===== src/rtl/mem_port_arbiter.sv =====
// rtl/mem_port_arbiter.sv - round-robin multi-channel arbiter onto a byte-serial RAM/IO bus
//
// Purpose: grants one of NUM_CH request channels at a time (round-robin), then
// streams the access byte by byte over the shared RAM/IO bus. Reads are assembled
// little-endian into rdata; writes are serialised from the latched write data.
// Writes into the IO window (addr[17:16] == 2'b11) wait while the UART buffer
// is full. Reads of channels selected by CLR_MASK are abandoned on clr_in.
//
// Ports:
//   clk_in, rst_in       clock, asynchronous active-low reset
//   rdy_in               global ready; low freezes the block and blocks writes
//   clr_in               misprediction flush (aborts masked reads)
//   io_buffer_full       UART tx buffer full
//   req_valid/wr/addr/len/wdata   per-channel request bundles, channel i in slice i
//   done                 one-hot, one-cycle completion pulse
//   rdata                last completed read, zero-extended
//   mem_din/mem_dout/mem_a/mem_wr   byte-serial memory bus
//   busy                 high whenever not idle
module mem_port_arbiter #(
   parameter int                NUM_CH    = 3,
   parameter int                MAX_BYTES = 4,
   parameter int                LEN_W     = 3,
   parameter logic [NUM_CH-1:0] CLR_MASK  = 3'b011
) (
   input  logic                          clk_in,
   input  logic                          rst_in,
   input  logic                          rdy_in,
   input  logic                          clr_in,
   input  logic                          io_buffer_full,
   input  logic [NUM_CH-1:0]             req_valid,
   input  logic [NUM_CH-1:0]             req_wr,
   input  logic [NUM_CH*32-1:0]          req_addr,
   input  logic [NUM_CH*LEN_W-1:0]       req_len,
   input  logic [NUM_CH*8*MAX_BYTES-1:0] req_wdata,
   output logic [NUM_CH-1:0]             done,
   output logic [8*MAX_BYTES-1:0]        rdata,
   input  logic [7:0]                    mem_din,
   output logic [7:0]                    mem_dout,
   output logic [31:0]                   mem_a,
   output logic                          mem_wr,
   output logic                          busy
);

   localparam int               CH_W    = (NUM_CH > 1) ? $clog2(NUM_CH) : 1;
   localparam int               DW      = 8 * MAX_BYTES;
   localparam logic [LEN_W-1:0] MAX_LEN = LEN_W'(MAX_BYTES);

   typedef enum logic [1:0] {S_IDLE, S_READ, S_WRITE, S_IO_WAIT} state_e;

   state_e            state_q, state_d;
   logic [CH_W-1:0]   rr_ptr_q, rr_ptr_d;
   logic [CH_W-1:0]   grant_q, grant_d;
   logic [31:0]       addr_q, addr_d;
   logic [LEN_W-1:0]  len_q, len_d;
   logic [LEN_W-1:0]  cnt_q, cnt_d;
   logic [DW-1:0]     wdata_q, wdata_d;
   logic [DW-1:0]     rbuf_q, rbuf_d;
   logic [DW-1:0]     rdata_q, rdata_d;
   logic [NUM_CH-1:0] done_q, done_d;
   // ok_q: the address driven last cycle was issued while running, so mem_din
   // now carries byte cnt_q. Cleared by any frozen cycle, which makes the lost
   // byte's address be reissued on resume.
   logic              ok_q, ok_d;

   // ---------------- round-robin scan ----------------
   logic [NUM_CH-1:0] req_elig;
   logic              arb_found;
   logic [CH_W-1:0]   arb_idx;
   logic [CH_W:0]     scan_sum;
   logic [CH_W-1:0]   scan_c;

   always_comb begin
      // a channel completing this cycle still holds valid; keep it out
      req_elig  = req_valid & ~done_q;
      arb_found = 1'b0;
      arb_idx   = '0;
      scan_sum  = '0;
      scan_c    = '0;
      for (int i = 0; i < NUM_CH; i++) begin
         scan_sum = {1'b0, rr_ptr_q} + (CH_W+1)'(i);
         if (scan_sum >= (CH_W+1)'(NUM_CH)) begin
            scan_sum = scan_sum - (CH_W+1)'(NUM_CH);
         end
         scan_c = scan_sum[CH_W-1:0];
         if (!arb_found && req_elig[scan_c]) begin
            arb_found = 1'b1;
            arb_idx   = scan_c;
         end
      end
   end

   // ---------------- datapath helpers ----------------
   logic [LEN_W-1:0] sel_len;
   logic [LEN_W-1:0] idx;
   logic [31:0]      cur_a;

   assign sel_len = req_len[int'(arb_idx)*LEN_W +: LEN_W];
   assign idx     = cnt_q + LEN_W'(ok_q);
   assign cur_a   = addr_q + 32'(idx);

   // ---------------- next state / outputs ----------------
   always_comb begin
      state_d  = state_q;
      rr_ptr_d = rr_ptr_q;
      grant_d  = grant_q;
      addr_d   = addr_q;
      len_d    = len_q;
      cnt_d    = cnt_q;
      wdata_d  = wdata_q;
      rbuf_d   = rbuf_q;
      rdata_d  = rdata_q;
      ok_d     = 1'b0;
      // done holds through a freeze so the replay mask in IDLE survives it
      done_d   = rdy_in ? '0 : done_q;
      mem_a    = '0;
      mem_dout = '0;
      mem_wr   = 1'b0;

      case (state_q)
         S_IDLE: begin
            if (rdy_in && arb_found) begin
               grant_d  = arb_idx;
               rr_ptr_d = (arb_idx == CH_W'(NUM_CH-1)) ? '0 : arb_idx + 1'b1;
               addr_d   = req_addr[int'(arb_idx)*32 +: 32];
               len_d    = (sel_len == '0 || sel_len > MAX_LEN) ? MAX_LEN : sel_len;
               wdata_d  = req_wdata[int'(arb_idx)*DW +: DW];
               cnt_d    = '0;
               rbuf_d   = '0;
               state_d  = req_wr[arb_idx] ? S_WRITE : S_READ;
            end
         end

         S_READ: begin
            if (idx < len_q) begin
               mem_a = cur_a;
            end
            if (rdy_in) begin
               if (clr_in && CLR_MASK[grant_q]) begin
                  state_d = S_IDLE;
               end else begin
                  if (ok_q) begin
                     rbuf_d[8*cnt_q +: 8] = mem_din;
                     cnt_d = cnt_q + LEN_W'(1);
                     if (cnt_d == len_q) begin
                        rdata_d          = rbuf_d;
                        done_d[grant_q]  = 1'b1;
                        state_d          = S_IDLE;
                     end
                  end
                  // after the last byte idx == len_q, so nothing more is issued
                  ok_d = (idx < len_q);
               end
            end
         end

         S_WRITE: begin
            if (cur_a[17:16] == 2'b11 && io_buffer_full) begin
               if (rdy_in) begin
                  state_d = S_IO_WAIT;
               end
            end else begin
               mem_a    = cur_a;
               mem_dout = wdata_q[8*cnt_q +: 8];
               mem_wr   = rdy_in;
               if (rdy_in) begin
                  if (cnt_q == len_q - LEN_W'(1)) begin
                     done_d[grant_q] = 1'b1;
                     state_d         = S_IDLE;
                  end else begin
                     cnt_d = cnt_q + LEN_W'(1);
                  end
               end
            end
         end

         S_IO_WAIT: begin
            if (rdy_in && !io_buffer_full) begin
               state_d = S_WRITE;
            end
         end

         default: state_d = S_IDLE;
      endcase
   end

   always_ff @(posedge clk_in or negedge rst_in) begin
      if (!rst_in) begin
         state_q  <= S_IDLE;
         rr_ptr_q <= '0;
         grant_q  <= '0;
         addr_q   <= '0;
         len_q    <= '0;
         cnt_q    <= '0;
         wdata_q  <= '0;
         rbuf_q   <= '0;
         rdata_q  <= '0;
         done_q   <= '0;
         ok_q     <= 1'b0;
      end else begin
         state_q  <= state_d;
         rr_ptr_q <= rr_ptr_d;
         grant_q  <= grant_d;
         addr_q   <= addr_d;
         len_q    <= len_d;
         cnt_q    <= cnt_d;
         wdata_q  <= wdata_d;
         rbuf_q   <= rbuf_d;
         rdata_q  <= rdata_d;
         done_q   <= done_d;
         ok_q     <= ok_d;
      end
   end

   assign done  = done_q;
   assign rdata = rdata_q;
   assign busy  = (state_q != S_IDLE);

endmodule


===== config.mk =====
export PLATFORM = sky130hd
export DESIGN_NAME = mem_port_arbiter
export DESIGN_NICKNAME = d
export VERILOG_FILES = /design/src/rtl/mem_port_arbiter.sv
export SDC_FILE = /design/constraint.sdc
export NUM_CORES = 1
export LEC_CHECK = 0
export CORE_MARGIN = 3
export CORE_UTILIZATION = 30
export CTS_CLUSTER_SIZE = 12
export DETAILED_ROUTE_END_ITERATION = 8
export GPL_ROUTABILITY_DRIVEN = 0
export SYNTH_ARGS = -nofsm -noshare
export SYNTH_HDL_FRONTEND = slang
export SYNTH_SLANG_ARGS = --single-unit

===== constraint.sdc =====
create_clock -name clk_in -period 3.6 [get_ports clk_in]
set_input_delay 0.54 -clock clk_in [delete_from_list [all_inputs] [get_ports clk_in]]
set_output_delay 0.54 -clock clk_in [all_outputs]
set_load 0.1 [all_outputs]

### After elaboration in Yosys (flattened, before gate mapping)

Cells that the tools add are included.

| cells by class | value |
|---|---|
| add/sub/neg operators | 11 |
| multiply operators | 1 |
| divide/modulo/power cells | 0 |
| order comparisons | 11 |
| eq/ne operators | 18 |
| shift operators | 6 |
| muxes and demuxes | 68 |
| bitwise logic cells | 4 |
| reduce and logical (&&, ||, !) cells | 21 |

Operator list:

| operator | number |
|---|---|
| two-way mux 32 bit | 6 |
| indexed part select 96 x 8 -> 32 bit | 2 |
| one-hot mux 32 bit (2 select lines) | 2 |
| two-way mux 3 bit | 16 |
| two-way mux 2 bit | 18 |
| negator 6 -> 34 bit | 1 |
| variable shift 8 x 34 -> 32 bit, first input constant | 1 |
| indexed part select 8 x 34 -> 32 bit | 1 |
| adder 32 x 3 -> 32 bit | 1 |
| bitwise mux 32 bit | 1 |
| indexed part select 32 x 7 -> 8 bit | 1 |
| two-way mux 8 bit | 2 |
| inequality test 2 bit, second input constant | 8 |
| < comparator 2 x 3 -> 1 bit, second input constant | 5 |
| two-way mux 1 bit | 14 |
| binary-select mux 1 bit (select 2 bit) | 5 |
| AND reduction 5 bit | 2 |
| inequality test 3 bit, second input constant | 3 |
| one-hot mux 3 bit (3 select lines) | 1 |
| indexed part select 9 x 5 -> 3 bit | 1 |
| == test 2 bit, second input constant | 4 |
| one-hot mux 2 bit (4 select lines) | 1 |
| AND reduction 8 bit | 1 |
| logical AND 1 bit | 7 |
| other kinds (29) | 36 |

| word-level totals | value |
|---|---|
| flip-flop bits (word level) | 144 |
| bits in latches | 0 |
| RAM bits | 0 |
| ROM bits | 0 |
| input bits | 220 |
| logic and storage cells | 151 |
| memories | 0 |

### Logic depth before layout (Yosys ltp)

Gate-level depths: netlist of the first run.

| logic depth | value |
|---|---|
| word-level depth | 16 |
| depth in mapped cells | 15 |

### Least setup slack after synthesis of the first run

OpenSTA, ideal clock, no wires.

| timing path | value |
|---|---|
| kind | register to output |
| start point | register cnt_q[0] |
| end point | output port mem_a[19] |
| arrival | 4.730 ns |
| slack | -1.670 ns |
| stages on the path, launching flop included | 11 |
| path buffers | 0 |
| path through | dfrtp_1 -> ha_1 -> ha_1 -> inv_1 -> fa_1 -> nor2b_1 -> o2111ai_1 -> o21a_1 -> o221ai_4 -> a21oi_1 -> nor3b_1 |

| on the way | value |
|---|---|
| longest elaborated chain between the ends | 6 |
| elaborated cells between the ends (all ways) | 8 |
| those cells by class | add/sub (2); order compare (1); eq/ne (1); mux (3); reduce/logical (1) |

RTL lines:

| element | line | RTL |
|---|---|---|
| start: declaration | 55 | `logic [LEN_W-1:0] cnt_q, cnt_d;` |
| start signal: assignment | 205 | `cnt_q <= cnt_d;` |
| adder 3 x 1 -> 3 bit * | 98 | `assign idx = cnt_q + LEN_W'(ok_q);` |
| adder 32 x 3 -> 32 bit | 99 | `assign cur_a = addr_q + 32'(idx);` |
| == test 2 bit | 157 | `if (cur_a[17:16] == 2'b11 && io_buffer_full) begin` |
| logical AND 1 bit | 157 |  |
| two-way mux 32 bit | 157 |  |
| one-hot mux 32 bit (2 select lines) * | 119 | `case (state_q)` |
| end: declaration | 39 | `output logic [31:0] mem_a,` |

Mark *: on every way between the ends. The rest lies on a longest branch, timed or not.

### Final worst setup path of the first run

| timing path | value |
|---|---|
| start point | register cnt_q[0] |
| end point | output port mem_dout[3] |

| on the way | value |
|---|---|
| longest elaborated chain between the ends | 6 |
| elaborated cells between the ends (all ways) | 7 |
| those cells by class | add/sub (2); eq/ne (1); shift (1); mux (2); reduce/logical (1) |

RTL lines:

| element | line | RTL |
|---|---|---|
| adder 3 x 1 -> 3 bit | 98 |  |
| adder 32 x 3 -> 32 bit | 99 |  |
| == test 2 bit | 157 |  |
| logical AND 1 bit | 157 |  |
| two-way mux 8 bit * | 157 |  |
| two-way mux 8 bit * | 119 |  |
| end: declaration | 38 | `output logic [7:0] mem_dout,` |

Marks and branches as above.

==> flow_metrics.py, run 1 <==
metrics = {
    "clock_network": {
        "cts_htree_levels": 4,
        "path_clk_slew_ns": 0.06,
        "cts_buffer_depth": 2,
        "clock_latency_ns": 0.43,
        "cts_made_buffers": 17,
        "cts_root_buf": "clkbuf_16",
        "clock_sinks": 144,
        "holdBufCountCts": 0,
        "cts_tree": "done",
    },
    "placement": {
        "hpwl_mm": 23.7,
        "place_ws_ns": 0.0231,
        "place.port_buffers": 296,
        "placed_area_mm2": 0.0132,
    },
    "global_route": {
        "grt_overflow": 0,
        "antenna_found_initial": 0,
        "grt_pass1_vias": 8901,
        "grt_pass1_wl_mm": 50.2,
        "globalRouteTotalUtil_pct": 19.3,
        "grt_max_degree": 141,
    },
    "cells_and_area": {
        "final_layout_size_suffix_gt1_share_pct": 15.4,
        "fin_area_mm2": 0.0141,
        "layout.nets": 1526,
        "mostFrequentLayoutCells": "clkdlybuf4s50_1, dfrtp_1, nor2_1, nand2_1, mux2i_1",
        "final_util_pct": 47.3,
        "layout_commonest_cell": "clkdlybuf4s50_1",
        "area.growth.synth_to_final_pct": 53.8,
        "antenna_cells": 0,
    },
    "floorplan": {
        "die_w_um": 181,
        "die_area_mm2": 0.0327,
        "die_y_um": 181,
        "io_pins": 297,
        "core_area_mm2": 0.0299,
        "rows": 63,
        "start_util_pct": 30.7,
    },
    "sta": {
        "setup_violations": 41,
        "slew_headroom_pct": 30.0,
        "rsz0062_at_grt": "yes",
        "max_freq_mhz": 262,
        "worst_pin_slew_ns": 1.05,
        "fin_tns_setup_ns": -7.77,
        "finalCritPeriodShare_pct": 106,
        "finalWorstSetupSlack_ns": -0.220,
        "drv_slew": 0,
        "period_needed_ns": 3.82,
        "fin_skew_ns": 0.0124,
        "hold_viol": 0,
    },
    "setup_path": {
        "worstPathRequired_ns": 3.06,
        "r2r-start": "rr_ptr_q[0]",
        "regToRegEndpoint": "len_q[1]",
        "critPathLaunchType": "register",
        "endpoint_kind": "primary output",
        "cp_data_arrival_time_ns": 3.28,
        "rrSetupSlack_ns": 0.54,
        "worst_r2r_path_depth": 10,
        "path_class": "reg -> out",
        "critPathMaxFanout": 8,
    },
    "logic_synthesis": {
        "synth_cells": 1008,
        "synth_nets": 1248,
        "ys_async_sr_fraction_pct": 100,
        "synth_edf_count": 0,
        "yosysUniqueCellTypes": 58,
        "synthesis.area_mm2": 0.00918,
        "ys_seq_area_share_pct": 39.3,
        "ys_ff_latch": 144,
        "synth_ff_type": "dfrtp_1",
        "yosysWarnings": 0,
        "avgSynthCellArea_um2": 9.11,
    },
    "detailed_routing": {
        "drc": 0,
        "drt_iter0_markers": 518,
        "wl_mm": 32.3,
        "via_per_inst": 5.15,
        "wl_per_cell_um": 19.1,
        "antenna_left": 0,
        "drtPass1Iterations": 5,
        "via_count": 8699,
    },
    "power_and_ir_drop": {
        "p_leak_nw": 6.00,
        "power_density_mw_per_mm2": 819,
        "vdd_drop_max_uv": 558,
    },
    "run_status": {
        "status": "complete, but fails checks",
        "violations": "setup timing",
    },
    "hold_path": {
        "hold_path.class": "in -> async",
    },
    "run": {
        "cap_viol_max_count": 0,
    },
}
==> final cells by class <==
cell class / count / area [um^2]
fill: 2839 / 15800
timing repair buffer: 335 / 3750
clock buffer: 17 / 425
inverter: 21 / 78.8
sequential: 144 / 3600
multi-input combinational: 767 / 5590
clock inverter: 15 / 185
tap: 390 / 488
==> logic make-up after synthesis <==
logic type               Yosys count  share of synthesized area [%]
buffers and inverters            100                           4.57
flip-flops                       144                           39.3
AND/OR/NAND/NOR                  341                           17.6
AO/OA/AOI/OAI                    279                           21.6
adder cells (fa/ha/maj)           21                           2.92
XOR/XNOR                          35                           3.34
multiplexers                      88                           10.7
==> power by group <==
part | internal, W | total [W] | switching [W]
logic | 0.00282 | 0.00705 | 0.00423
registers | 0.00214 | 0.00264 | 0.000494
clock network | 0.00106 | 0.00187 | 0.000814
total | 0.00602 | 0.0116 | 0.00554
==> worst max-delay path by stage <==
stage	start	endpoint	cells past startpoint
after floorplan	cnt_q[0]	mem_a[19]	10
after global placement	cnt_q[0]	mem_a[20]	12
after detailed placement	ok_q	mem_a[1]	12
after CTS	cnt_q[0]	mem_a[20]	12
after global routing	ok_q	mem_dout[5]	13
final	cnt_q[0]	mem_dout[3]	13
==> through the flow <==
step           instances  hold WS [ns]  total power [W]
2_1_floorplan       1008         0.244          0.00719
3_3_place_gp        1644         0.456          0.00937
3_5_place_dp        1644         0.464          0.00944
4_1_cts             1684         0.116           0.0116
5_1_grt             1689         0.130           0.0122
6_report            1689        0.0922           0.0116
==> synthesized netlist by cell type (all sizes together) (2+ instances only) <==
cell type | count | area, um^2
mux4 | 8 | 180
o31ai | 3 | 22.5
a21oi | 16 | 80.1
or3 | 5 | 31.3
nand3 | 47 | 235
and3 | 37 | 231
a31oi | 25 | 156
dfrtp | 144 | 3600
ha | 19 | 238
a22o | 5 | 43.8
a21o | 66 | 503
and2 | 4 | 25.0
nor2b | 15 | 93.8
nand4 | 9 | 62.6
inv | 21 | 78.8
a21boi | 4 | 30.0
o211ai | 34 | 255
xnor2 | 18 | 158
o21a | 3 | 22.5
nor3 | 6 | 30.0
mux2i | 79 | 791
nand2 | 85 | 319
o221ai | 2 | 35.0
clkbuf | 54 | 203
and4 | 3 | 26.3
nor3b | 7 | 52.6
o2111ai | 2 | 17.5
o211a | 3 | 30.0
a211oi | 66 | 495
buf | 25 | 138
o21ai | 42 | 210
nand2b | 5 | 31.3
xor2 | 17 | 149
or2 | 2 | 12.5
nor2 | 112 | 420
==> per-layer routing <==
metal | up-vias | share of wire (%) | global-route usage [%] | wire, um
met2 | 289 | 50 | 33.5 | 16200
met5 | - | 0 | 0 | 0
met3 | 32 | 6.3 | 4.93 | 2040
met1 | 4159 | 42 | 24.2 | 13400
met4 | 0 | 1.7 | 4.61 | 537
li1 | 4219 | - | - | -
==> flip-flops by register name, indices dropped and copies added, names as in the netlist <==
name	cells
grant_q	2
done	3
wdata_q	32
len_q	3
state_q	2
cnt_q	3
ok_q	1
rdata	32
rr_ptr_q	2
rbuf_q	32
addr_q	32
==> timing repair <==
action                                  in CTS  in global routing
pin swaps                                    4                 11
buffers inserted                             5                  5
endpoints found under the setup margin      41                 41
gates resized for setup                     28                  8
gates cloned                                 3                  0
==> worst max-delay path, stage by stage (launching register included) <==
cell,delay (ns)
dfrtp_2,0.42
ha_4,0.28
ha_4,0.14
inv_2,0.04
fa_2,0.39
nor2b_4,0.16
o2111ai_4,0.15
o21a_1,0.27
o221ai_4,0.22
buf_6,0.17
nand3_4,0.08
buf_12,0.20
nor2b_4,0.14
buf_12,0.18
Power figures use the tool's default switching activity.
==> inputs of run 2 (changes only) <==
- CTS_CLUSTER_DIAMETER: not set -> 100
- GPL_TIMING_DRIVEN: not set -> 0
- REMOVE_ABC_BUFFERS: not set -> 1
==> run 2 against run 1 <==
Against the previous run:
- the flow still finishes with violations (setup timing)
- design area is 0.39% higher
- clock-buffer cell count stayed put
- non-clock buffer count is 6 higher
==> flow_metrics.py, run 2 (synthesis results as in run 1) <==
metrics = {
    "run_status": {
        "status": "complete, but fails checks",
        "violations": "setup timing",
    },
    "clock_network": {
        "cts_made_buffers": 17,
        "cts_root_buf": "clkbuf_16",
        "cts_buffer_depth": 2,
        "holdBufCountCts": 0,
        "path_clk_slew_ns": 0.06,
        "cts_htree_levels": 4,
        "cts_tree": "done",
        "clock_sinks": 144,
        "clock_latency_ns": 0.43,
    },
    "sta": {
        "max_freq_mhz": 256,
        "whs_ns": 0.0935,
        "worst_pin_slew_ns": 1.29,
        "hold_viol": 0,
        "period_needed_ns": 3.90,
        "finalCritPeriodShare_pct": 108,
        "drv_slew": 0,
        "fin_tns_setup_ns": -10.34,
        "fin_skew_ns": 0.0151,
        "finalWorstSetupSlack_ns": -0.299,
        "setup_violations": 41,
        "rsz0062_at_grt": "yes",
        "slew_headroom_pct": 13.0,
    },
    "power_and_ir_drop": {
        "total_power_w": 0.0115,
        "combPwrFrac_pct": 60.7,
        "vdd_drop_max_uv": 384,
        "p_leak_nw": 6.04,
        "p_int_w": 0.00613,
        "p_sw_w": 0.00535,
        "power_density_mw_per_mm2": 810,
        "seq_power_share_pct": 22.8,
        "p_clk_share_pct": 16.5,
        "netSwitchingFraction_pct": 46.6,
    },
    "detailed_routing": {
        "drc": 0,
        "wl_mm": 30.0,
        "drtPass1Iterations": 4,
        "via_count": 8686,
        "drt_iter0_markers": 442,
        "via_per_inst": 5.13,
        "antenna_left": 0,
        "wl_per_cell_um": 17.7,
    },
    "setup_path": {
        "critPathBufInv": 4,
        "critPathMaxFanout": 5,
        "path_class": "reg -> out",
        "critical_path_cell_count": 13,
        "cp_slowest_cell": "dfrtp_4",
        "worst_r2r_path_depth": 15,
        "slowest_delay_ns": 0.49,
        "endpoint_kind": "primary output",
        "cp_data_arrival_time_ns": 3.36,
        "path_cells": "ha_4, ha_4, inv_2, fa_2, nor2b_4, o2111ai_4, o21a_4, o221ai_4, buf_6, a21o_4, buf_6, and3_4, buf_12",
        "critPathTopFamily": "adder cells",
        "worstPathRequired_ns": 3.06,
        "critPathLaunchType": "register",
    },
    "global_route": {
        "grt_overflow": 0,
        "grt_max_degree": 83,
        "grt_pass1_wl_mm": 47.4,
        "globalRouteTotalUtil_pct": 17.9,
        "grt_pass1_vias": 8763,
        "antenna_found_initial": 0,
    },
    "placement": {
        "hpwl_mm": 21.9,
        "placed_area_mm2": 0.0126,
        "place.port_buffers": 296,
        "dp.cells": 1637,
    },
    "floorplan": {
        "core_area_mm2": 0.0299,
        "io_pins": 297,
        "die_area_mm2": 0.0327,
        "start_util_pct": 30.7,
        "die_w_um": 181,
        "rows": 63,
        "die_y_um": 181,
    },
    "cells_and_area": {
        "layout.nets": 1531,
        "final_layout_size_suffix_gt1_share_pct": 15.1,
        "fin_area_mm2": 0.0142,
        "antenna_cells": 0,
        "layout.cells.non_filler": 1694,
        "area.growth.synth_to_final_pct": 54.4,
        "mostFrequentLayoutCells": "clkdlybuf4s50_1, dfrtp_1, nor2_1, nand2_1, mux2i_1",
        "layout_commonest_cell": "clkdlybuf4s50_1",
    },
    "hold_path": {
        "hold_path.class": "in -> async",
    },
    "run": {
        "cap_viol_max_count": 0,
    },
}
==> run 2: changes by cell type in the layout (fill, tap and decap cells not counted), moves of 4 or more <==
cell / change
and3_1: +10
and3_2: -10
buf_12: -7
buf_4: -7
buf_6: +15
nor3b_2: +4
nor3b_4: -4
==> run 2: worst register-to-register path: cells and delay by family, from the launching register on <==
kind | cells | cell delay [ns]
adders and majority gates | 2 | 0.57
muxes | 1 | 0.33
AOI/OAI and AO/OA | 3 | 0.51
buffers and inverters | 5 | 0.85
and+or+nand+nor | 4 | 0.62
DFF | 1 | 0.40
==> run 2: final cells by class <==
class,instances,area (um^2)
inverter,21,78.8
sequential,144,3610
tap,390,488
fill,2818,15700
clock inverter,15,193
clock buffer,17,425
multi-input combinational,766,5550
timing repair buffer,341,3830
==> run 2: routing by layer <==
| layer | track usage (%) | vias up | share of wire (%) |
|---|---|---|---|
| met5 | 0 | - | 0 |
| met4 | 4.70 | 0 | 1.8 |
| met3 | 5.40 | 29 | 7.0 |
| met2 | 31.3 | 255 | 51 |
| met1 | 21.5 | 4161 | 41 |
| li1 | - | 4241 | - |
==> run 2: path summary, 6_finish.rpt <==
path | from | to | slack [ns]
max | cnt_q[0] | mem_a[8] | -0.30
min | rst_in | rdata[6] | 0.09
max reg2reg | rr_ptr_q[0] | len_q[1] | 0.26
min reg2reg | wdata_q[19] | wdata_q[19] | 0.47
max in group asynchronous | rst_in | wdata_q[0] | 2.66
min in group clk_in | wdata_q[19] | wdata_q[19] | 0.47
==> run 2: stage by stage <==
step	worst slack (ns)	utilization, %
2_1_floorplan	-6.00	-
3_3_place_gp	-9.17	41.1
3_5_place_dp	-2.07	42.2
4_1_cts	-0.397	47.2
5_1_grt	-0.429	47.5
6_report	-0.299	47.5
==> run 2: power by group through the flow <==
stage / Sequential (W) / Combinational (W) / Clock [W]
after floorplan: 0.00268 / 0.00432 / 0
after global placement: 0.00263 / 0.00584 / 0
final: 0.00262 / 0.00697 / 0.00189
after CTS: 0.00261 / 0.00697 / 0.00193
after global routing: 0.00270 / 0.00748 / 0.00200
after detailed placement: 0.00267 / 0.00598 / 0
==> run 2: what timing repair did <==
| item | 4_1_cts | 5_1_grt |
|---|---|---|
| resized for setup | 431 | 16 |
| setup buffers | 19 | 6 |
| pin swaps | 17 | 9 |
| setup endpoints to repair | 87 | 56 |
| cloned | 2 | 0 |
==> inputs of run 3 (changes only) <==
- CORE_ASPECT_RATIO: not set -> 0.5
==> run 3 against run 2 <==
Against the previous run:
- the run still ends with setup timing left
- critical path depth shrank 1
- via count grew 0.32%
- core utilization is 0.21 points higher
- wire length up 1.9%
- worst setup slack lost 0.16 ns
- first-iteration DRC count up 10%
- register-to-register slack is essentially flat
==> flow_metrics.py, run 3 (synthesis results as in run 1) <==
metrics = {
    "setup_path": {
        "crit_path_start": "cnt_q[0]",
        "cp_data_arrival_time_ns": 3.52,
        "critPathLaunchType": "register",
        "endpoint_kind": "primary output",
        "critPathMaxFanout": 8,
        "cp_slowest_cell": "dfrtp_4",
        "worst_r2r_path_depth": 10,
        "critPathTopFamily": "compound AO/OA/AOI/OAI gates",
        "path_cells": "ha_4, ha_4, inv_2, fa_2, nor2b_4, o2111ai_4, o21a_1, o221ai_4, nand3_4, buf_12, nor2b_4, buf_12",
        "slowest_delay_ns": 0.50,
        "critPathBufInv": 3,
        "r2r-start": "cnt_q[0]",
        "rrSetupSlack_ns": 0.26,
        "worstPathRequired_ns": 3.06,
        "critical_path_cell_count": 12,
        "path_class": "reg -> out",
        "regToRegEndpoint": "rdata[14]",
    },
    "placement": {
        "place.port_buffers": 296,
        "place_ws_ns": -2.24,
        "hpwl_mm": 21.7,
    },
    "clock_network": {
        "cts_made_buffers": 17,
        "cts_htree_levels": 4,
        "cts_root_buf": "clkbuf_16",
        "cts_tree": "done",
        "clock_sinks": 144,
        "clock_latency_ns": 0.45,
        "cts_buffer_depth": 2,
        "path_clk_slew_ns": 0.07,
    },
    "detailed_routing": {
        "wl_per_cell_um": 18.1,
        "wl_mm": 30.6,
        "drc": 0,
        "via_per_inst": 5.16,
        "antenna_left": 0,
        "via_count": 8714,
        "drt_iter0_markers": 486,
        "drtPass1Iterations": 5,
    },
    "run_status": {
        "violations": "setup timing",
        "status": "complete, but fails checks",
    },
    "sta": {
        "finalCritPeriodShare_pct": 113,
        "hold_viol": 0,
        "max_freq_mhz": 246,
        "slew_headroom_pct": 13.6,
        "fin_tns_setup_ns": -17.04,
        "setup_violations": 41,
        "drv_slew": 0,
        "rsz0062_at_grt": "yes",
        "fin_skew_ns": 0.0103,
        "period_needed_ns": 4.06,
        "worst_pin_slew_ns": 1.30,
        "finalWorstSetupSlack_ns": -0.463,
    },
    "global_route": {
        "use_met2_pct": 32.0,
        "grtUsageMet1_pct": 22.7,
        "grt_pass1_vias": 8630,
        "grt_max_degree": 81,
        "globalRouteTotalUtil_pct": 18.1,
        "top_usage_layer": "met2",
        "antenna_found_initial": 0,
        "grt_pass1_wl_mm": 46.6,
        "use_met3_pct": 3.55,
        "grt_overflow": 0,
    },
    "cells_and_area": {
        "antenna_cells": 0,
        "final_layout_size_suffix_gt1_share_pct": 15.0,
        "layout.nets": 1524,
        "area.growth.synth_to_final_pct": 53.5,
        "layout_commonest_cell": "clkdlybuf4s50_1",
        "mostFrequentLayoutCells": "clkdlybuf4s50_1, dfrtp_1, nor2_1, nand2_1, mux2i_1",
    },
    "hold_path": {
        "hold_path.class": "in -> async",
    },
    "floorplan": {
        "rows": 44,
        "die_y_um": 130,
        "start_util_pct": 31.0,
        "io_pins": 297,
        "die_area_mm2": 0.0329,
        "core_area_mm2": 0.0296,
        "die_w_um": 253,
    },
    "power_and_ir_drop": {
        "vdd_drop_max_uv": 486,
        "power_density_mw_per_mm2": 807,
        "p_leak_nw": 5.96,
    },
    "run": {
        "cap_viol_max_count": 0,
    },
}
[run 3: cell types whose count changed in the layout (fill, tap and decap cells not counted), sizes merged]
| cell | previous run | this run |
|---|---|---|
| a21o | 68 | 69 |
| inv | 30 | 32 |
| nor2b | 15 | 17 |
| buf | 87 | 77 |
| bufinv | 3 | 1 |
[run 3: report_power, final]
part	total, W	switching [W]	internal, W
Combinational	0.00693	0.00412	0.00281
Sequential	0.00263	0.000477	0.00215
Clock	0.00182	0.000831	0.000989
Total	0.0114	0.00543	0.00595
[run 3: final cells by class]
cell class / count / area (um^2)
Clock buffer: 17 / 425
Clock inverter: 15 / 164
Fill cell: 2751 / 15500
Inverter: 21 / 78.8
Multi-Input combinational cell: 769 / 5610
Sequential cell: 144 / 3610
Tap cell: 391 / 489
Timing Repair Buffer: 331 / 3710
[run 3: worst max path at each step]
stage                              to  slack (ns)
after detailed placement  mem_dout[2]       -2.24
after floorplan              len_q[0]       -6.00
after global routing        mem_a[20]       -0.62
after global placement       len_q[0]       -8.17
after CTS                 mem_dout[2]       -0.49
final                     mem_dout[2]       -0.46
[run 3: timing repair]
item	in CTS	in global routing
setup buffers	9	5
pin swaps	20	10
resized for setup	431	12
gates cloned	3	2
hold buffers	0	0
setup endpoints to repair	78	57
[run 3: worst reg2reg max path: stages (launching register included)]
cell and delay [ns]:
dfrtp_4 0.44, buf_4 0.11, buf_4 0.27, inv_1 0.16
ha_1 0.43, xor2_1 0.20, nor3b_1 0.25, nand4_1 0.49
nor2b_2 0.65, nor2_1 0.08, a31oi_1 0.17
[run 3: metrics by stage]
| step | hold WS (ns) | util (%) | power [W] | instance area [um^2] | std cells |
|---|---|---|---|---|---|
| 3_5_place_dp | 0.463 | 42.6 | 0.00859 | 12600 | 1637 |
| 6_report | 0.0789 | 47.7 | 0.0114 | 14100 | 1688 |
| 3_3_place_gp | 0.455 | 41.6 | 0.00839 | 12300 | 1616 |
| 4_1_cts | 0.0960 | 47.3 | 0.0113 | 14000 | 1681 |
| 2_1_floorplan | 0.244 | - | 0.00700 | 8840 | 929 |
| 5_1_grt | 0.110 | 47.7 | 0.0121 | 14100 | 1688 |
[run 3: layer usage]
metal	vias to the layer above	wire, um
met5	-	0
met4	0	513
met3	34	897
met2	143	15800
met1	4292	13400
li1	4245	-
